$ cat src/rtl/prbs31_bert_ctrl.sv
// prbs31_bert_ctrl: sequencer for the PRBS31 generator/checker pair.
// Starts the generator, self-synchronises the checker by seeding it, confirms
// lock over a run of error-free bits, then counts errors over a window.
//
// Ports:
//   clk        rising-edge clock
//   rst_n      asynchronous reset, active-high (1 = reset)
//   start      single-cycle pulse; begins a test from IDLE, DONE or FAIL
//   abort      returns to IDLE on the next edge; beats start
//   window     measurement length in bits, latched when start is accepted
//   err_bit    checker mismatch for the current bit
//   gen_en     generator shift enable
//   chk_seed   checker loads received bits into its shift register
//   chk_en     checker shift/compare enable
//   busy       test in progress (SEED, VERIFY, MEASURE)
//   locked     lock confirmed (MEASURE, DONE)
//   done       test finished (DONE, FAIL)
//   sync_fail  lock could not be obtained within the retry budget
//   err_count  saturating error count from the measurement window
//   err_sat    err_count has reached its maximum (sticky)
module prbs31_bert_ctrl #(
    parameter int unsigned CNT_W     = 24,
    parameter int unsigned ERR_W     = 16,
    parameter int unsigned SYNC_LEN  = 31,
    parameter int unsigned LOCK_GOOD = 64,
    parameter int unsigned MAX_RETRY = 3
) (
    input  logic             clk,
    input  logic             rst_n,
    input  logic             start,
    input  logic             abort,
    input  logic [CNT_W-1:0] window,
    input  logic             err_bit,
    output logic             gen_en,
    output logic             chk_seed,
    output logic             chk_en,
    output logic             busy,
    output logic             locked,
    output logic             done,
    output logic             sync_fail,
    output logic [ERR_W-1:0] err_count,
    output logic             err_sat
);

    localparam int unsigned SEED_W  = $clog2(SYNC_LEN + 1);
    localparam int unsigned GOOD_W  = $clog2(LOCK_GOOD + 1);
    localparam int unsigned RETRY_W = $clog2(MAX_RETRY + 1);
    localparam logic [ERR_W-1:0] ERR_MAX = '1;

    typedef enum logic [2:0] {
        S_IDLE    = 3'd0,
        S_SEED    = 3'd1,
        S_VERIFY  = 3'd2,
        S_MEASURE = 3'd3,
        S_DONE    = 3'd4,
        S_FAIL    = 3'd5
    } state_e;

    state_e               state_q, state_d;
    logic [CNT_W-1:0]     win_q, win_d;
    logic [CNT_W-1:0]     meas_q, meas_d;
    logic [SEED_W-1:0]    seed_q, seed_d;
    logic [GOOD_W-1:0]    good_q, good_d;
    logic [RETRY_W-1:0]   retry_q, retry_d;
    logic [ERR_W-1:0]     err_q, err_d;
    logic                 sat_q, sat_d;
    logic                 gen_en_q, gen_en_d;
    logic                 chk_seed_q, chk_seed_d;
    logic                 chk_en_q, chk_en_d;
    logic                 busy_q, busy_d;
    logic                 locked_q, locked_d;
    logic                 done_q, done_d;
    logic                 sync_fail_q, sync_fail_d;

    // Next-state, counters and output decode of the next state
    always_comb begin
        state_d     = state_q;
        win_d       = win_q;
        meas_d      = meas_q;
        seed_d      = seed_q;
        good_d      = good_q;
        retry_d     = retry_q;
        err_d       = err_q;
        sat_d       = sat_q;

        if (abort) begin
            state_d = S_IDLE;
        end else begin
            case (state_q)
                S_IDLE, S_DONE, S_FAIL: begin
                    if (start) begin
                        state_d = S_SEED;
                        win_d   = window;
                        err_d   = '0;
                        sat_d   = 1'b0;
                        retry_d = '0;
                        seed_d  = '0;
                        good_d  = '0;
                    end
                end
                S_SEED: begin
                    if (seed_q == SEED_W'(SYNC_LEN - 1)) begin
                        state_d = S_VERIFY;
                        good_d  = '0;
                    end else begin
                        seed_d = seed_q + SEED_W'(1);
                    end
                end
                S_VERIFY: begin
                    if (err_bit) begin
                        good_d  = '0;
                        retry_d = retry_q + RETRY_W'(1);
                        if (retry_q == RETRY_W'(MAX_RETRY - 1)) begin
                            state_d = S_FAIL;
                        end else begin
                            state_d = S_SEED;
                            seed_d  = '0;
                        end
                    end else if (good_q == GOOD_W'(LOCK_GOOD - 1)) begin
                        // Remaining-bits counter is loaded here so a full-scale
                        // window counts down without ever wrapping.
                        if (win_q == '0) begin
                            state_d = S_DONE;
                        end else begin
                            state_d = S_MEASURE;
                            meas_d  = win_q;
                        end
                    end else begin
                        good_d = good_q + GOOD_W'(1);
                    end
                end
                S_MEASURE: begin
                    if (err_bit && (err_q != ERR_MAX)) begin
                        err_d = err_q + ERR_W'(1);
                    end
                    sat_d = sat_q | (err_d == ERR_MAX);
                    if (meas_q == CNT_W'(1)) begin
                        state_d = S_DONE;
                    end else begin
                        meas_d = meas_q - CNT_W'(1);
                    end
                end
                default: begin
                    state_d = S_IDLE;
                end
            endcase
        end

        gen_en_d    = (state_d == S_SEED) || (state_d == S_VERIFY) || (state_d == S_MEASURE);
        chk_en_d    = gen_en_d;
        busy_d      = gen_en_d;
        chk_seed_d  = (state_d == S_SEED);
        locked_d    = (state_d == S_MEASURE) || (state_d == S_DONE);
        done_d      = (state_d == S_DONE) || (state_d == S_FAIL);
        sync_fail_d = (state_d == S_FAIL);
    end

    // State and registered outputs
    always_ff @(posedge clk or posedge rst_n) begin
        if (rst_n) begin
            state_q     <= S_IDLE;
            win_q       <= '0;
            meas_q      <= '0;
            seed_q      <= '0;
            good_q      <= '0;
            retry_q     <= '0;
            err_q       <= '0;
            sat_q       <= 1'b0;
            gen_en_q    <= 1'b0;
            chk_seed_q  <= 1'b0;
            chk_en_q    <= 1'b0;
            busy_q      <= 1'b0;
            locked_q    <= 1'b0;
            done_q      <= 1'b0;
            sync_fail_q <= 1'b0;
        end else begin
            state_q     <= state_d;
            win_q       <= win_d;
            meas_q      <= meas_d;
            seed_q      <= seed_d;
            good_q      <= good_d;
            retry_q     <= retry_d;
            err_q       <= err_d;
            sat_q       <= sat_d;
            gen_en_q    <= gen_en_d;
            chk_seed_q  <= chk_seed_d;
            chk_en_q    <= chk_en_d;
            busy_q      <= busy_d;
            locked_q    <= locked_d;
            done_q      <= done_d;
            sync_fail_q <= sync_fail_d;
        end
    end

    assign gen_en    = gen_en_q;
    assign chk_seed  = chk_seed_q;
    assign chk_en    = chk_en_q;
    assign busy      = busy_q;
    assign locked    = locked_q;
    assign done      = done_q;
    assign sync_fail = sync_fail_q;
    assign err_count = err_q;
    assign err_sat   = sat_q;

endmodule

$ cat config.mk
export PLATFORM = sky130hd
export DESIGN_NAME = prbs31_bert_ctrl
export DESIGN_NICKNAME = d
export VERILOG_FILES = /design/src/rtl/prbs31_bert_ctrl.sv
export SDC_FILE = /design/constraint.sdc
export NUM_CORES = 1
export LEC_CHECK = 0
export CORE_ASPECT_RATIO = 1.25
export CORE_MARGIN = 5
export CORE_UTILIZATION = 35
export CTS_CLUSTER_DIAMETER = 150
export DETAILED_ROUTE_END_ITERATION = 10
export PLACE_DENSITY = 0.59
export SLEW_MARGIN = 30
export SYNTH_ARGS = -nofsm -noshare
export SYNTH_HDL_FRONTEND = slang
export SYNTH_SLANG_ARGS = --single-unit
$ cat constraint.sdc
create_clock -name clk -period 6.2 [get_ports clk]
set_input_delay 0.62 -clock clk [delete_from_list [all_inputs] [get_ports clk]]
set_output_delay 0.62 -clock clk [all_outputs]
set_load 0.02 [all_outputs]
After elaboration in Yosys (flattened, before gate mapping)
Index checks and enable logic that the tools add are counted.
Word-level totals
  flip-flop bits (word level): 87
  input bits: 29
  output and inout port bits: 24
Operators by class
  add/subtract/negate cells: 5
  mux-type cells: 34
  equal/unequal tests: 26
  reductions and logical operators: 18
  bitwise logic cells: 2
Operator list (count)
  2-to-1 mux 24 bit: 4
  2-to-1 mux 16 bit: 4
  one-hot mux 24 bit (2 select lines): 1
  one-hot mux 16 bit (2 select lines): 1
  2-to-1 mux 7 bit: 4
  equality test 24 x 1 -> 1 bit (second input constant): 1
  logical NOT 24 bit: 1
  2-to-1 mux 3 bit: 8
  subtractor 24 x 1 -> 24 bit (second input constant): 1
  one-hot mux 7 bit (3 select lines): 1
  2-to-1 mux 5 bit: 4
  inequality test 2 bit (second input constant): 9
  adder 16 x 1 -> 16 bit (second input constant): 1
  equality test 16 bit (second input constant): 1
  inequality test 16 bit (second input constant): 1
  one-hot mux 5 bit (3 select lines): 1
  equality test 3 x 2 -> 1 bit (second input constant): 4
  equality test 3 bit (second input constant): 4
  one-hot mux 3 bit (4 select lines): 1
  AND reduction 6 bit: 2
  adder 7 x 1 -> 7 bit (second input constant): 1
  equality test 7 x 6 -> 1 bit (second input constant): 1
  equality test 3 x 1 -> 1 bit (second input constant): 2
  AND reduction 3 bit: 2
  19 further kinds: 25

Longest topological paths before layout
  depth after elaboration: 9
  depth in mapped cells: 9

Least setup slack after synthesis
OpenSTA, ideal clock, no wires.
  kind: register -> register
  start: register meas_q[0]
  end: register meas_q[22]
  data arrival time: 2099 ps
  buffers on the path: 0
  cell stages (with the launch flop): 9
  clock period less this slack: 2220 ps
  setup time: 121 ps
  slack: 3980 ps
  cell sequence: dfrtp_1 -> inv_1 -> ha_1 -> or3b_2 -> nor4b_4 -> nand3_1 -> nor2_1 -> a31oi_1 -> o22a_1
On the way
  cells in the longest elaborated chain, start to end: 3
  elaborated cells between the ends (all ways): 6
Ends and longest elaborated chain
  from (decl): line 61  | logic [CNT_W-1:0] meas_q, meas_d;
  from (signal assigned): line 179  | meas_q <= meas_d;
  subtractor 24 x 1 -> 24 bit or equality test 24 x 1 -> 1 bit (tied branches): line 140, 137
  2-to-1 mux 24 bit or inequality test 2 bit (tied branches)
  one-hot mux 24 bit (2 select lines) or AND reduction 6 bit (tied branches)
Parallel ways exist; a longest one is shown, timed or not. The select of a mux whose other input is x is not followed.
A chain may end at the register's enable or synchronous reset.

Worst setup path in the final report
  start: input port abort
  end: register err_q[1], in the netlist err_count[1]
On the way
  cells in the longest elaborated chain, start to end: 2
Ends and longest elaborated chain
  from (decl): line 31  | input logic abort,
  NOT 1 bit (no source line)
  AND reduction 3 bit (no source line)
  to (signal assigned): line 183  | err_q <= err_d;
  to (decl): line 65  | logic [ERR_W-1:0] err_q, err_d;
Every way passes these cells.

==> flow_metrics.py <==
metrics = {
    "status": {
        "status": "completed",
    },
    "sta": {
        "max_freq_mhz": 362,
        "hold_viol_final": 0,
        "setup_violations": 0,
        "rsz0062_at_grt": "false",
        "finalClockSkew_ns": 0.00557,
        "setup-tns-final_ns": 0,
        "relSlewSlack_pct": 42.2,
        "slew_violations": 0,
        "finalCriticalPeriod_ns": 2.76,
        "min_period_over_period_pct": 44.6,
        "worst_slew_pin_slew_ns": 0.864,
    },
    "power_and_ir_drop": {
        "internal_power_mw": 1.02,
        "sw_frac_of_total_pct": 24.8,
        "power.leakage_nw": 2.32,
        "power_switching_mw": 0.337,
        "power_density_nw_per_um2": 232,
        "ir_worst_vdd_mv": 0.116,
        "pwr-share-seq_pct": 47.7,
        "power_mw": 1.36,
        "p_clk_share_pct": 41.1,
        "p_comb_share_pct": 11.2,
    },
    "critical_path": {
        "cp-end-kind": "flip-flop",
        "worstPathArrival_ns": 2.99,
        "worst-path-max-fanout": 25,
        "setup.worst_path.start_class": "primary input",
        "critical_path_required_ns": 6.43,
        "reg2reg_slack_ns": 3.45,
        "path_class": "in -> reg",
    },
    "die": {
        "core_um2": 13800,
        "row_count": 48,
        "die_x_um": 116,
        "ios": 53,
        "die_y_um": 143,
        "start_util_pct": 35.7,
        "die_area_um2": 16600,
    },
    "clock_network": {
        "numCtsBuffers": 9,
        "clock_sinks": 87,
        "htreeDepth": 3,
        "cts_tree": "built",
        "cts_buffer_depth": 2,
        "clockRootBuffer": "clkbuf_16",
        "cts_hold_buf": 0,
        "clkTransAtPathRegs_ns": 0.06,
        "post_cts_buffers": 0,
        "clock_latency_ns": 0.34,
        "cts_resized": 0,
    },
    "routing": {
        "finalWirelength_mm": 12.3,
        "avgViaCountPerCell": 5.80,
        "drt_iter0_drc": 303,
        "routedWlPerCell_um": 16.5,
        "via_count": 4313,
        "drt-pass1-iter-count": 5,
        "ant_nets": 0,
        "drcViolationCount": 0,
    },
    "global_route": {
        "antenna_found_initial": 0,
        "grt_pass1_wl_mm": 20.8,
        "grt_pass1_vias": 4272,
        "grt-ovfl-total": 0,
        "grt_max_degree": 88,
        "grt_usage_pct": 15.5,
    },
    "min_path": {
        "holdCritPathClass": "reg -> reg",
    },
    "placement": {
        "dp.cells": 727,
        "place.gp.congestion": 0.833,
        "dpl.hpwl_mm": 8.65,
        "io_buffers": 52,
    },
    "finish": {
        "area.growth.synth_to_final_pct": 18.9,
        "fillCellCount": 1366,
        "seq_area_um2": 2180,
        "multi_input_area_um2": 2560,
        "layout-drive-gt1-share_pct": 10.2,
        "finalNonFillerCells": 743,
        "fin_nets": 599,
        "num_antenna_cells": 0,
    },
    "logic_synthesis": {
        "synth_seq_area_share_pct": 44.2,
        "synth_seq_cells": 87,
        "yosysUniqueCellTypes": 69,
        "yosys_warnings": 0,
        "synth_area_um2": 4930,
        "syn-instance-count": 528,
        "synth_ff_type": "dfrtp_1",
        "async_flop_share_pct": 100,
        "avgSynthCellArea_um2": 9.33,
        "synth_fp_nets": 564,
        "synth_edf_count": 0,
    },
    "run": {
        "cap_violations": 0,
    },
}
metrics by stage:
stage | setup slack, ns | hold slack [ns] | instance area (um^2) | util [%]
2_1_floorplan | 3.33 | 0.440 | 4930 | -
3_3_place_gp | 3.12 | 0.464 | 5540 | 40.1
3_5_place_dp | 3.09 | 0.470 | 5550 | 40.2
4_1_cts | 3.09 | 0.478 | 5860 | 42.4
5_1_grt | 3.19 | 0.518 | 5860 | 42.4
6_report | 3.44 | 0.479 | 5860 | 42.4
sequential cells by signal (all words and copies together) (netlist names):
name       count
meas_q        24
good_q         7
chk_seed       1
win_q         24
err_sat        1
sync_fail      1
err_count     16
done           1
locked         1
retry_q        2
busy           1
state_q        3
seed_q         5
worst max-delay path, cell delays in order:
cell	delay, ns
clkdlybuf4s50_1	0.66
or4b_1	0.60
buf_4	0.24
and2_1	0.35
o21bai_1	0.24
a22o_1	0.26
cell usage in the layout, fill, tap and decap left out, drive strengths merged, types with 6 or more instances in the layout:
cell and count:
a21o 6, o31ai 13, dfrtp 87, ha 7, nor4 10, nand2 38, o21ai 51, nand3 14
mux2 24, nand3b 6, nor3 15, inv 12, clkbuf 11, nand4 14, and2 10, clkdlybuf4s50 52
nor2 44, a21oi 39, a31oi 9, nand2b 9
logic make-up after synthesis:
group / share of synthesized area, %
AOI/OAI and AO/OA: 22.8
buffers and inverters: 3.99
DFF: 44.2
adders and majority gates: 1.78
muxes: 5.89
and+or+nand+nor: 21.0
xor gates and xnor gates: 0.355
cells in the mapped netlist, types with 7 or more instances:
cell type / number / area share, %
nand4_1: 14 / 1.8
dfrtp_1: 87 / 44
nand2_1: 37 / 2.8
and2_1: 10 / 1.3
o21ai_0: 49 / 5.0
nor3_1: 15 / 1.5
o31ai_1: 11 / 1.7
ha_1: 7 / 1.8
mux2_2: 24 / 5.5
a21oi_1: 39 / 4.0
nor4_1: 10 / 1.3
nand3_1: 14 / 1.4
inv_1: 13 / 0.99
nand2b_1: 9 / 1.1
a31oi_1: 9 / 1.1
clkbuf_1: 21 / 1.6
nor2_1: 43 / 3.3
power groups by stage:
| stage | Sequential (mW) | Clock [mW] | Combinational, mW |
|---|---|---|---|
| floorplan | 0.644 | 0 | 0.109 |
| global placement | 0.658 | 0 | 0.150 |
| detailed placement | 0.659 | 0 | 0.153 |
| CTS | 0.648 | 0.573 | 0.154 |
| global route | 0.654 | 0.593 | 0.172 |
| finish | 0.648 | 0.558 | 0.152 |
per-layer routing:
metal | global-route usage (%) | part of all wire, % | routed length [um] | vias to the layer above
li1 | - | - | - | 2046
met5 | 0 | 0 | 0 | -
met1 | 18.7 | 41 | 5060 | 2125
met3 | 1.95 | 4.1 | 498 | 18
met2 | 27.3 | 53 | 6460 | 124
met4 | 7.09 | 2.1 | 255 | 0
final timing paths:
check	start	endpoint	cells past startpoint
max in group asynchronous	rst_n	err_count[5]	3
setup / recovery	abort	err_count[1]	6
setup reg to reg	good_q[0]	meas_q[16]	7
min in group asynchronous	rst_n	done	3
hold reg to reg	seed_q[4]	seed_q[4]	1
hold / removal	seed_q[4]	seed_q[4]	1
layout make-up:
class                   instances  share of cell area (%)
well taps                     175                    3.74
clock inverters                 5                   0.961
multi-input cells             397                    43.6
inverters                      13                   0.854
flip-flops and latches         87                    37.2
clock buffers                  11                    4.31
repair buffers                 55                    9.33
(Power assumes the default switching activity.)
